===== config.mk =====
export PLATFORM = sky130hd
export DESIGN_NAME = i2s_capture
export DESIGN_NICKNAME = d
export VERILOG_FILES = /design/src/rtl/i2s_capture_pkg.sv /design/src/rtl/i2s_capture_sync_edge_det.sv /design/src/rtl/i2s_capture.sv
export SDC_FILE = /design/constraint.sdc
export NUM_CORES = 1
export LEC_CHECK = 0
export BUFFER_PORTS_ARGS = -buffer_cell sky130_fd_sc_hd__buf_2
export CAP_MARGIN = 20
export CORE_MARGIN = 2
export CORE_UTILIZATION = 25
export DETAILED_ROUTE_END_ITERATION = 10
export PLACE_DENSITY = 0.4
export RECOVER_POWER = 100
export SYNTH_ARGS = -nofsm -noshare
export SYNTH_HDL_FRONTEND = slang
export SYNTH_SLANG_ARGS = --single-unit

===== constraint.sdc =====
create_clock -name i_clk -period 2.6 [get_ports i_clk]
set_clock_uncertainty 0.1 [all_clocks]
set_input_delay 0.26 -clock i_clk [delete_from_list [all_inputs] [get_ports i_clk]]
set_output_delay 0.26 -clock i_clk [all_outputs]
set_load 0.05 [all_outputs]

===== src/rtl/i2s_capture_pkg.sv =====
// ============================================================================
// Module   : i2s_capture_pkg
// Brief    : Shared state encoding and constants for the I2S capture block.
// Revision : 1.0
// ============================================================================
`default_nettype none

package i2s_capture_pkg;

  localparam int SYNC_STAGES = 2;
  localparam int OUT_W       = 16;
  localparam int ERR_W       = 8;

  typedef enum logic [2:0] {
    ST_IDLE  = 3'd0,
    ST_SKIP  = 3'd1,
    ST_SHIFT = 3'd2,
    ST_DONE  = 3'd3,
    ST_WAIT  = 3'd4
  } state_e;

  function automatic logic [ERR_W-1:0] sat_inc(input logic [ERR_W-1:0] v);
    return (&v) ? v : v + ERR_W'(1);
  endfunction

endpackage

`default_nettype wire


===== src/rtl/i2s_capture_sync_edge_det.sv =====
// ============================================================================
// Module   : sync_edge_det
// Brief    : Multi-flop synchronizer with registered rise and fall pulses.
// Revision : 1.0
// ============================================================================
`default_nettype none

module sync_edge_det
  import i2s_capture_pkg::*;
(
  input  logic i_clk,
  input  logic i_rst_n,
  input  logic i_d,
  output logic o_rise,
  output logic o_fall
);

  logic [SYNC_STAGES-1:0] sync_q;
  logic                   prev_q;
  logic                   rise_q;
  logic                   fall_q;

  always_ff @(posedge i_clk) begin
    if (!i_rst_n) begin
      sync_q <= '0;
      prev_q <= 1'b0;
      rise_q <= 1'b0;
      fall_q <= 1'b0;
    end else begin
      sync_q <= {sync_q[SYNC_STAGES-2:0], i_d};
      prev_q <= sync_q[SYNC_STAGES-1];
      rise_q <= sync_q[SYNC_STAGES-1] & ~prev_q;
      fall_q <= ~sync_q[SYNC_STAGES-1] & prev_q;
    end
  end

  assign o_rise = rise_q;
  assign o_fall = fall_q;

endmodule

`default_nettype wire


===== src/rtl/i2s_capture.sv =====
// ============================================================================
// Module   : i2s_capture
// Brief    : Captures one I2S slot into a 16-bit signed sample with a strobe.
//            Define I2S_CAPTURE_ERR_CNT_EN to add the o_err_cnt abort counter.
// Revision : 1.0
// ============================================================================
`default_nettype none

module i2s_capture
  import i2s_capture_pkg::*;
#(
  parameter int LEFT_CH   = 1,
  parameter int WORD_BITS = 16
) (
  input  logic                    i_clk,
  input  logic                    i_rst_n,
  input  logic                    i_bclk,
  input  logic                    i_lrck,
  input  logic                    i_adcdat,
  input  logic                    i_enable,
  output logic signed [OUT_W-1:0] o_data,
  output logic                    o_valid
`ifdef I2S_CAPTURE_ERR_CNT_EN
  ,
  output logic [ERR_W-1:0]        o_err_cnt
`endif
);

  localparam int                CNT_W    = $clog2(WORD_BITS);
  localparam logic [CNT_W-1:0]  LAST_BIT = CNT_W'(WORD_BITS - 1);

  logic                          w_bclk_rise;
  logic                          w_bclk_fall;
  logic                          w_lrck_rise;
  logic                          w_lrck_fall;
  logic                          w_bit_stb;
  logic                          w_lrck_ev;
  logic                          w_enter;
  logic                          w_abort;

  logic [SYNC_STAGES-1:0]        adc_sync_q;
  logic                          adc_al_q;
  logic                          armed_q;
  state_e                        state_q;
  logic [CNT_W-1:0]              cnt_q;
  logic [WORD_BITS-1:0]          shift_q;
  logic [WORD_BITS-1:0]          shift_d;
  logic signed [OUT_W-1:0]       data_q;
  logic                          valid_q;

  sync_edge_det u_bclk_sync (
    .i_clk   (i_clk),
    .i_rst_n (i_rst_n),
    .i_d     (i_bclk),
    .o_rise  (w_bclk_rise),
    .o_fall  (w_bclk_fall)
  );

  sync_edge_det u_lrck_sync (
    .i_clk   (i_clk),
    .i_rst_n (i_rst_n),
    .i_d     (i_lrck),
    .o_rise  (w_lrck_rise),
    .o_fall  (w_lrck_fall)
  );

  // Extra stage lines the data bit up with the registered bclk rise pulse.
  always_ff @(posedge i_clk) begin
    if (!i_rst_n) begin
      adc_sync_q <= '0;
      adc_al_q   <= 1'b0;
    end else begin
      adc_sync_q <= {adc_sync_q[SYNC_STAGES-2:0], i_adcdat};
      adc_al_q   <= adc_sync_q[SYNC_STAGES-1];
    end
  end

  // The first lrck edge after reset is an artefact of the zeroed synchronizer.
  always_ff @(posedge i_clk) begin
    if (!i_rst_n) begin
      armed_q <= 1'b0;
    end else if (w_lrck_rise | w_lrck_fall) begin
      armed_q <= 1'b1;
    end
  end

  assign w_bit_stb = w_bclk_rise & ~w_bclk_fall;
  assign w_lrck_ev = (w_lrck_rise | w_lrck_fall) & armed_q;
  assign w_enter   = ((LEFT_CH != 0) ? w_lrck_fall : w_lrck_rise) & armed_q;
  assign w_abort   = i_enable & w_lrck_ev &
                     ((state_q == ST_SKIP) || (state_q == ST_SHIFT));
  assign shift_d   = {shift_q[WORD_BITS-2:0], adc_al_q};

  always_ff @(posedge i_clk) begin
    if (!i_rst_n) begin
      state_q <= ST_IDLE;
      cnt_q   <= '0;
      shift_q <= '0;
      data_q  <= '0;
      valid_q <= 1'b0;
    end else begin
      valid_q <= 1'b0;
      if (!i_enable) begin
        state_q <= ST_IDLE;
        cnt_q   <= '0;
      end else if (state_q == ST_DONE) begin
        data_q  <= shift_q[WORD_BITS-1 -: OUT_W];
        valid_q <= 1'b1;
        state_q <= ST_WAIT;
      end else if (w_lrck_ev) begin
        cnt_q <= '0;
        if (w_enter) begin
          state_q <= ST_SKIP;
        end else if (w_abort) begin
          state_q <= ST_IDLE;
        end
      end else if (w_bit_stb) begin
        case (state_q)
          ST_SKIP: state_q <= ST_SHIFT;
          ST_SHIFT: begin
            shift_q <= shift_d;
            if (cnt_q == LAST_BIT) begin
              cnt_q   <= '0;
              state_q <= ST_DONE;
            end else begin
              cnt_q <= cnt_q + CNT_W'(1);
            end
          end
          default: ;
        endcase
      end
    end
  end

  assign o_data  = data_q;
  assign o_valid = valid_q;

`ifdef I2S_CAPTURE_ERR_CNT_EN
  logic [ERR_W-1:0] err_cnt_q;

  always_ff @(posedge i_clk) begin
    if (!i_rst_n) begin
      err_cnt_q <= '0;
    end else if (w_abort) begin
      err_cnt_q <= sat_inc(err_cnt_q);
    end
  end

  assign o_err_cnt = err_cnt_q;
`endif

endmodule

`default_nettype wire


==> reports/metrics.csv, run 1 <==
metric,value,unit
power_density,605.8,nW/um^2
finish.utilization,29.14,%
numPortBuffers,22,
hold_viol_final,0,
synthFlopType,dfxtp_1,
drt_wl_total,3987,um
synth_cells,213,
cts_sinks,54,
drive_above_1_share,8.511,%
synth_nets,220,
core_area,8175,um^2
hold_start,i_adcdat,
period_needed,1983,ps
crit_type,reg -> reg,
drtPass1Iterations,3,
wl_per_cell,11.73,um
synthToLayoutAreaGrowth,13.20,%
place_area,2312,um^2
cts_resized,0,
regArea,1081,um^2
report.power.total,0.001443,W
mostFrequentLayoutCells,"dfxtp_1 (54), nand2_1 (39), nor2b_1 (19), clkbuf_1 (19)",
status,"complete, no violations",
yosysWarnings,0,
track_usage,9.438,%
whs_path_depth,2,
endpoint_kind,flop,
start_util,25.74,%
final_area,2382,um^2
synth_top_area_cell,dfxtp_1,
synth.cell_area,2105,um^2
synth-edff-count,0,
ctsHtreeMaxLevel,2,
clock_tree.root_cell,clkbuf_8,
dieWidth,95.75,um
synth_async_sr_flop_share,0,%
path_clk_slew,100,ps
rsz0062_at_grt,false,
whs_endpoint,adc_sync_q[0],
p_leak,0.8870,nW
max_slew_margin,27.52,%
io-pin-count,23,
cts_tree,built,
overflow,0,
crit_start,armed_q,
maxCapViolCount,0,
grt_pass1_vias,1393,
critPathRequiredTime,2740,ps
antenna_found_initial,0,
cp-start-kind,flop,
die_h,95.75,um
hold_path.class,in -> reg,
r2r_start,armed_q,
final_common_cell,dfxtp_1,
synth_top_area_share,51.37,%
drc,0,
grt_max_degree,32,
min_period_over_period,76.29,%
first_iter_violations,47,
finalSetupViolCount,0,
gp_congestion,0.7041,
worstMarginPinSlew,1087,ps
n_antenna_cell,0,
multi_input_area,960.9,um^2
cp_max_fo,9,
ir_drop,304.5,uV
syn_area_per_cell,9.880,um^2
via_count,1471,
synthTopCellsByArea,"dfxtp_1 (51%), mux2i_1 (7.6%), nand2_1 (7.0%)",
drv_slew,0,
cts_buffers,5,
yosysSeqAreaShare,51.37,%
cts.path.max_buffers,2,
clk_latency,300,ps
yosys_register_bits,54,
synth_cell_type_count,40,
fmax,504.2,MHz
row_count,33,
final_nets,241,
setup_tns,0,ps
cts_hold_buf,0,
dieArea,9168,um^2
ant_nets,0,
timing.rr.end,cnt_q[3],
reg2reg_depth,4,
grt_first_pass_wirelength,6748,um
post_cts_buffers,0,
via_per_inst,4.326,
fillCellCount,907,
cp.arrival,2120,ps
ff2ff_setup_slack,620,ps
timing.hold.ws,58.91,ps
dp_hpwl,2599,um
## routing by layer
layer  vias to the layer above  part of all wire (%)  track usage, %
met5                         -                     0               0
met4                         0                   1.5           3.571
met3                         4                   2.9           2.428
met2                        18                    45           14.74
met1                       682                    51           12.51
li1                        767                     -               -
## worst max path at each step
stage                       endpoint  cells past startpoint
final                       cnt_q[3]                      4
after CTS                 state_q[0]                      5
after detailed placement  state_q[0]                      5
after floorplan           state_q[0]                      5
after global placement    state_q[0]                      5
after global routing        cnt_q[3]                      4
## state kept, by name, summed over array words and instances (netlist names)
| register | cells |
|---|---|
| adc_sync_q | 2 |
| u_lrck_sync.o_fall | 1 |
| adc_al_q | 1 |
| u_bclk_sync.sync_q | 2 |
| shift_q | 16 |
| u_lrck_sync.sync_q | 2 |
| u_lrck_sync.prev_q | 1 |
| o_valid | 1 |
| state_q | 3 |
| u_bclk_sync.o_rise | 1 |
| u_lrck_sync.o_rise | 1 |
| u_bclk_sync.o_fall | 1 |
| u_bclk_sync.prev_q | 1 |
| cnt_q | 4 |
| o_data | 16 |
| armed_q | 1 |
## area by class of cell
class                           count  share of cell area (%)
Clock buffer                        5                   2.889
Clock inverter                      3                   1.838
Multi-Input combinational cell    149                   40.34
Sequential cell                    54                   45.38
Tap cell                          105                   5.515
Timing Repair Buffer               24                   4.044
## where the power goes
part	switching, W	internal [W]
Combinational	0.0000173	0.0000154
Sequential	0.00000412	0.000834
Clock	0.000283	0.000289
Total	0.000304	0.00114
## metrics by stage
step	instances	setup WS [ps]
global route	340	449.5
global placement	332	795.2
CTS	340	770.4
finish	340	616.5
floorplan	213	901.2
detailed placement	332	781.5
## worst max-delay path, cell delays in order (launching register included)
cell and delay (ps):
dfxtp_1 470, o21a_1 350, o21ai_0 310, or4_1 540, a21oi_1 150
## synth_stat cells, types with 2 or more instances
cell type and count:
o21ai_0 3, a21oi_1 7, and3b_1 2, nand3b_1 2
clkbuf_1 5, nand3_1 2, a21boi_0 16, nand2_1 39
or4_1 3, nor2_1 3, nand2b_1 2, nor2b_1 19
and2b_2 2, and2_1 9, dfxtp_1 54, buf_2 2
nor3_1 3, buf_4 2, and3_2 2, mux2i_1 16
## cells by family after synthesis
family	synth area share [%]
AO/OA/AOI/OAI	12.43
XOR/XNOR	0.4162
adder cells (fa/ha/maj)	0.5944
buffers and inverters	2.318
flip-flops	51.37
multiplexers	7.610
AND/OR/NAND/NOR	25.27
Note: power is estimated with default switching activity, not from simulation.
==> run 2: changes to the inputs <==
- ABC_AREA: unset -> 1
- clock period: 2.6 -> 1.99 ns (I/O delays scaled with it)
==> run 2 against run 1 <==
  * Total power is 22% higher
  * Fmax is 22% higher
  * Die area is 1.1% lower
  * Synthesized cell count is 23% higher
  * Area after synthesis is 1.2% lower
  * Count of clock-buffer cells in the layout stayed put
  * Sequential share of layout area is 0.97 points higher
  * First-iteration DRC count is 17% higher
==> reports/metrics.csv, run 2 <==
metric,value,unit,change
numPortBuffers,22,,unchanged
start_util,25.57,%,-0.18 points
drive_above_1_share,9.123,%,+0.61 points
row_count,33,,unchanged
ir_drop,218.0,uV,-28%
via_per_inst,4.195,,-3.0%
track_usage,10.78,%,+1.3 points
gp_congestion,0.7753,,+10%
multi_input_area,798.3,um^2,-17%
worstMarginPinSlew,1144,ps,+56.48 ps
cts.path.max_buffers,2,,unchanged
synthToLayoutAreaGrowth,12.15,%,
first_iter_violations,55,,+17%
yosysWarnings,0,,unchanged
synth_nets,268,,+22%
synth_top_area_share,51.99,%,+0.62 points
cts_buffers,5,,unchanged
drt_wl_total,4229,um,+6.1%
synth_cells,261,,+23%
die_h,95.20,um,-0.57%
via_count,1636,,+11%
synth-edff-count,0,,unchanged
synthFlopType,dfxtp_1,,
hold_path.class,in -> reg,,
power_density,752.8,nW/um^2,+24%
cp-start-kind,flop,,
final_nets,292,,+21%
fmax,613.2,MHz,+22%
dieWidth,95.20,um,-0.57%
final_area,2332,um^2,-2.1%
p_leak,0.9036,nW,+1.9%
cpMaxStageDelayCell,o21ai_1,,
n_antenna_cell,0,,unchanged
syn_area_per_cell,7.967,um^2,-19%
place_area,2260,um^2,-2.3%
report.power.total,0.001756,W,+22%
ctsHtreeMaxLevel,2,,unchanged
critPathRequiredTime,2100,ps,-640 ps
slowest_delay,500,ps,-40 ps
yosys_register_bits,54,,unchanged
fillCellCount,890,,-1.9%
grt_first_pass_wirelength,7527,um,+12%
yosysSeqAreaShare,51.99,%,+0.62 points
drv_slew,0,,unchanged
synth.cell_area,2079,um^2,-1.2%
cts_sinks,54,,unchanged
crit_chain,"o21ai_1, nand4_1, nand3_1, nand2_1, inv_1, nor2_1",,
drtPass1Iterations,4,,+1
synth_most_common_cell,dfxtp_1,,
crit_type,reg -> reg,,
hold_viol_final,0,,unchanged
synth_async_sr_flop_share,0,%,unchanged
finish.utilization,28.67,%,-0.47 points
path_clk_slew,100,ps,about the same
grt_max_degree,28,,-13%
io-pin-count,23,,unchanged
overflow,0,,unchanged
setup_tns,0,ps,unchanged
status,"complete, no violations",,
ff2ff_setup_slack,360,ps,-260 ps
synth.cells.most_frequent,"dfxtp_1 (54), nand2_1 (47), nor2_1 (39)",,
period_needed,1631,ps,-352.7 ps
post_cts_buffers,0,,unchanged
drc,0,,unchanged
dp_hpwl,2874,um,+11%
maxCapViolCount,0,,unchanged
rsz0062_at_grt,false,,
ant_nets,0,,unchanged
synth_cell_type_count,26,,-35%
synthTopCellsByArea,"dfxtp_1 (52%), nand2_1 (8.5%), nor2_1 (7.0%)",,
core_area,8134,um^2,-0.51%
mostFrequentLayoutCells,"dfxtp_1 (54), nand2_1 (48), nor2_1 (40), nand3_1 (25)",,
max_slew_margin,23.76,%,-3.8 points
cts_tree,built,,
crit_buf_inv,1,,+1
synth_top_area_cell,dfxtp_1,,
dieArea,9063,um^2,-1.1%
final_common_cell,dfxtp_1,,
antenna_found_initial,0,,unchanged
finalSetupViolCount,0,,unchanged
regArea,1081,um^2,unchanged
endpoint_kind,flop,,
critPathTopFamily,simple AND/OR/NAND/NOR gates,,
clk_latency,310,ps,about the same
cp_max_fo,6,,-3
cp.arrival,1740,ps,-380 ps
min_period_over_period,81.95,%,+5.7 points
wl_per_cell,10.84,um,-7.5%
grt_pass1_vias,1602,,+15%
clock_tree.root_cell,clkbuf_8,,
-- run 2: changes by cell type after synthesis, moves of 19 or more --
cell and delta:
inv_1 +21, nand3_1 +23, nor2_1 +36, nor2b_1 -19
-- run 2: per-stage QoR --
stage / setup WS [ps] / std cells / hold slack [ps]
CTS: 511.3 / 390 / 186.5
floorplan: 741.2 / 261 / 196.6
finish: 359.2 / 390 / 183.3
detailed placement: 539.4 / 380 / 284.8
global placement: 561.6 / 380 / 279.9
global route: 204.2 / 390 / 203.2
-- run 2: worst reg2reg max path: stages (launching register included) --
cell	delay (ps)
dfxtp_1	340
o21ai_1	500
nand4_1	270
nand3_1	180
nand2_1	60
inv_1	50
nor2_1	30
-- run 2: cells by family (layout without fill, tap and decap cells) --
logic type | Yosys count | count (layout) | share of synthesized area, %
adder cells (fa/ha/maj) | 1 | 1 | 0.6016
flip-flops | 54 | 54 | 51.99
buffers and inverters | 37 | 61 | 8.965
AND/OR/NAND/NOR | 126 | 126 | 27.20
XOR/XNOR | 1 | 1 | 0.4213
AO/OA/AOI/OAI | 42 | 42 | 10.83
-- run 2: layout make-up --
class	instances	share of cell area [%]
multi-input cells	170	34.23
inverters	26	4.399
clock buffers	5	2.951
well taps	105	5.633
repair buffers	28	5.848
flip-flops and latches	54	46.35
clock inverters	2	0.5901
-- run 2: routing by layer --
layer	global-route usage, %	vias to the layer above	part of all wire (%)
met1	13.67	735	50
met4	5.072	0	2.1
met2	17.49	21	44
met5	0	-	0
li1	-	874	-
met3	2.213	6	3.3
-- run 2: worst paths after layout --
check | startpoint | end | cells after the start
max reg2reg | u_lrck_sync.o_fall | state_q[0] | 6
max | u_lrck_sync.o_fall | state_q[0] | 6
min reg2reg | u_lrck_sync.prev_q | u_lrck_sync.o_rise | 1
min | i_enable | o_data[2] | 3
-- run 2: what timing repair did --
item                       in CTS  in global routing
hold endpoints to repair        3                  0
hold buffers                    3                  0
resized for setup               0                  0
setup endpoints to repair       0                  0
-- run 2: power by group --
part | internal [W] | leakage, nW | switching, W
registers | 0.00109 | 0.437 | 0.00000383
logic | 0.0000204 | 0.423 | 0.0000406
clock network | 0.000244 | 0.0444 | 0.000357
==> run 3: changes to the inputs <==
- PLACE_DENSITY: 0.4 -> 0.41
- clock period: 1.99 -> 1.5 ns (I/O delays scaled with it)
==> run 3 against run 2 <==
  * Combinational power rose by 39%
  * Via count fell by 1.2%
  * Global-route usage fell by 0.86 points
  * Worst hold slack got worse by 35 ps
  * Sequential share of layout area fell by 1.3 points
  * Wire length fell by 4.5%
  * Critical path type unchanged
  * Die area did not move
  * Final cell count rose by 1.0%
  * Design area rose by 3.3%
==> reports/metrics.csv, run 3 (synthesis gave the netlist of run 2 again) <==
metric,value,unit,change
grt_max_degree,28,,unchanged
period_needed,1386,ps,-245.2 ps
via_count,1616,,-1.2%
hold_viol_final,0,,unchanged
endpoint_kind,flop,,
antenna_found_initial,0,,unchanged
slowest_delay,360,ps,-140 ps
p_leak,0.9835,nW,+8.8%
final_common_cell,dfxtp_1,,
clock_tree.root_cell,clkbuf_8,,
finalSetupViolCount,0,,unchanged
timing.rr.end,cnt_q[2],,
cpMaxStageDelayCell,dfxtp_1,,
worstMarginPinSlew,604.8,ps,-538.9 ps
r2r_start,state_q[1],,
setup_tns,0,ps,unchanged
synthToLayoutAreaGrowth,15.82,%,
gp_congestion,0.7503,,-3.2%
seq_power_share,61.1,%,-1.2 points
n_antenna_cell,0,,unchanged
ctsHtreeMaxLevel,2,,unchanged
path_clk_slew,90,ps,about the same
cp_max_fo,5,,-1
cts_buffers,5,,unchanged
swShare,22.21,%,-0.65 points
via_per_inst,4.102,,-2.2%
start_util,25.57,%,unchanged
track_usage,9.919,%,-0.86 points
final_nets,295,,+1.0%
internal_power,0.001850,W,+37%
fmax,721.7,MHz,+18%
maxCapViolCount,0,,unchanged
drtPass1Iterations,4,,unchanged
timing.hold.ws,148.0,ps,-35.31 ps
drv_slew,0,,unchanged
cp-start-kind,flop,,
drive_above_1_share,17.30,%,+8.2 points
drc,0,,unchanged
crit_chain,"inv_2, nor2_4, nand2_2, a21oi_2, inv_1, o21ai_1, a21oi_1",,
dp.cells,382,,+0.53%
die_h,95.20,um,unchanged
crit_type,reg -> reg,,
grt_first_pass_wirelength,7024,um,-6.7%
report.power.total,0.002378,W,+35%
cp.arrival,1490,ps,-250 ps
reg2reg_depth,7,,+1
grt_pass1_vias,1507,,-5.9%
post_cts_buffers,0,,unchanged
clock_power_share,35.4,%,+1.2 points
whs_path_depth,3,,unchanged
dieArea,9063,um^2,unchanged
max_slew_margin,59.86,%,+36 points
critPathRequiredTime,1600,ps,-500 ps
power_density,987.1,nW/um^2,+31%
mostFrequentLayoutCells,"dfxtp_1 (50), nand2_1 (47), nor2_1 (41), nand3_1 (25), a21oi_1 (23)",,
wl_per_cell,10.25,um,-5.5%
clk_latency,300,ps,about the same
drt_wl_total,4039,um,-4.5%
hold_start,i_enable,,
ff2ff_setup_slack,110,ps,-240 ps
crit_buf_inv,2,,+1
cts.path.max_buffers,2,,unchanged
critPathTopFamily,compound AO/OA/AOI/OAI gates,,
layout.cells.non_filler,394,,+1.0%
row_count,33,,unchanged
cts_tree,built,,
rsz0062_at_grt,false,,
status,"complete, no violations",,
core_area,8134,um^2,unchanged
first_iter_violations,23,,-58%
overflow,0,,unchanged
dieWidth,95.20,um,unchanged
p_sw,0.0005280,W,+32%
p_comb_share,3.6,%,about the same
crit_start,state_q[1],,
ant_nets,0,,unchanged
cp.depth,7,,+1
dp_hpwl,2802,um,-2.5%
finish.utilization,29.61,%,+0.94 points
min_period_over_period,92.37,%,+10 points
hold_path.class,in -> reg,,
crit_end,cnt_q[2],,
numPortBuffers,22,,unchanged
io-pin-count,23,,unchanged
ir_drop,363.2,uV,+67%
cts_sinks,54,,unchanged
-- run 3: cell types whose count changed in the layout (fill, tap and decap cells not counted), sizes merged --
cell         before  now
inv              26   25
buf               6    9
dlygate4sd3       3    4
clkinvlp          0    1
-- run 3: worst min-delay path by stage --
stage                                       end  slack, ps
after floorplan                   adc_sync_q[0]        150
after global placement    u_bclk_sync.sync_q[0]        240
after detailed placement  u_lrck_sync.sync_q[0]        240
after CTS                              cnt_q[0]        150
after global routing                   cnt_q[0]        170
final                                  cnt_q[0]        150
-- run 3: worst min-delay path, stage by stage --
cell and delay, ps:
buf_2 120, nand2_1 180, a21oi_1 60
-- run 3: power groups by stage --
stage	registers, W	logic [W]	clock network (W)
floorplan	0.00148	0.0000546	0
global placement	0.00148	0.0000791	0
detailed placement	0.00149	0.0000790	0
CTS	0.00145	0.0000866	0.000893
global route	0.00145	0.0000963	0.000941
finish	0.00145	0.0000845	0.000841
-- run 3: cell type report --
class | count | area, um^2
sequential | 54 | 1086
clock inverter | 2 | 12.51
timing repair buffer | 31 | 186.4
inverter | 26 | 105.1
fill | 869 | 5725
tap | 105 | 131.4
multi-input combinational | 170 | 804.5
clock buffer | 6 | 82.58
-- run 3: per-stage QoR --
step	cell area [um^2]	setup slack, ps
after detailed placement	2275	112.1
after floorplan	2079	251.2
after global placement	2275	117.9
after CTS	2410	99.16
after global routing	2409	0.5301
final	2409	114.5
-- run 3: what timing repair did --
| item | CTS | global route |
|---|---|---|
| hold buffers | 4 | 0 |
| endpoints found under the setup margin | 0 | 7 |
| hold endpoints to repair | 4 | 0 |
| gates resized for setup | 0 | 8 |
-- run 3: per-layer routing --
layer	track usage [%]	up-vias	share of wire, %
met4	3.986	0	1.2
met1	12.76	711	52
met3	3.004	2	3.3
li1	-	883	-
met5	0	-	0
met2	15.49	20	44
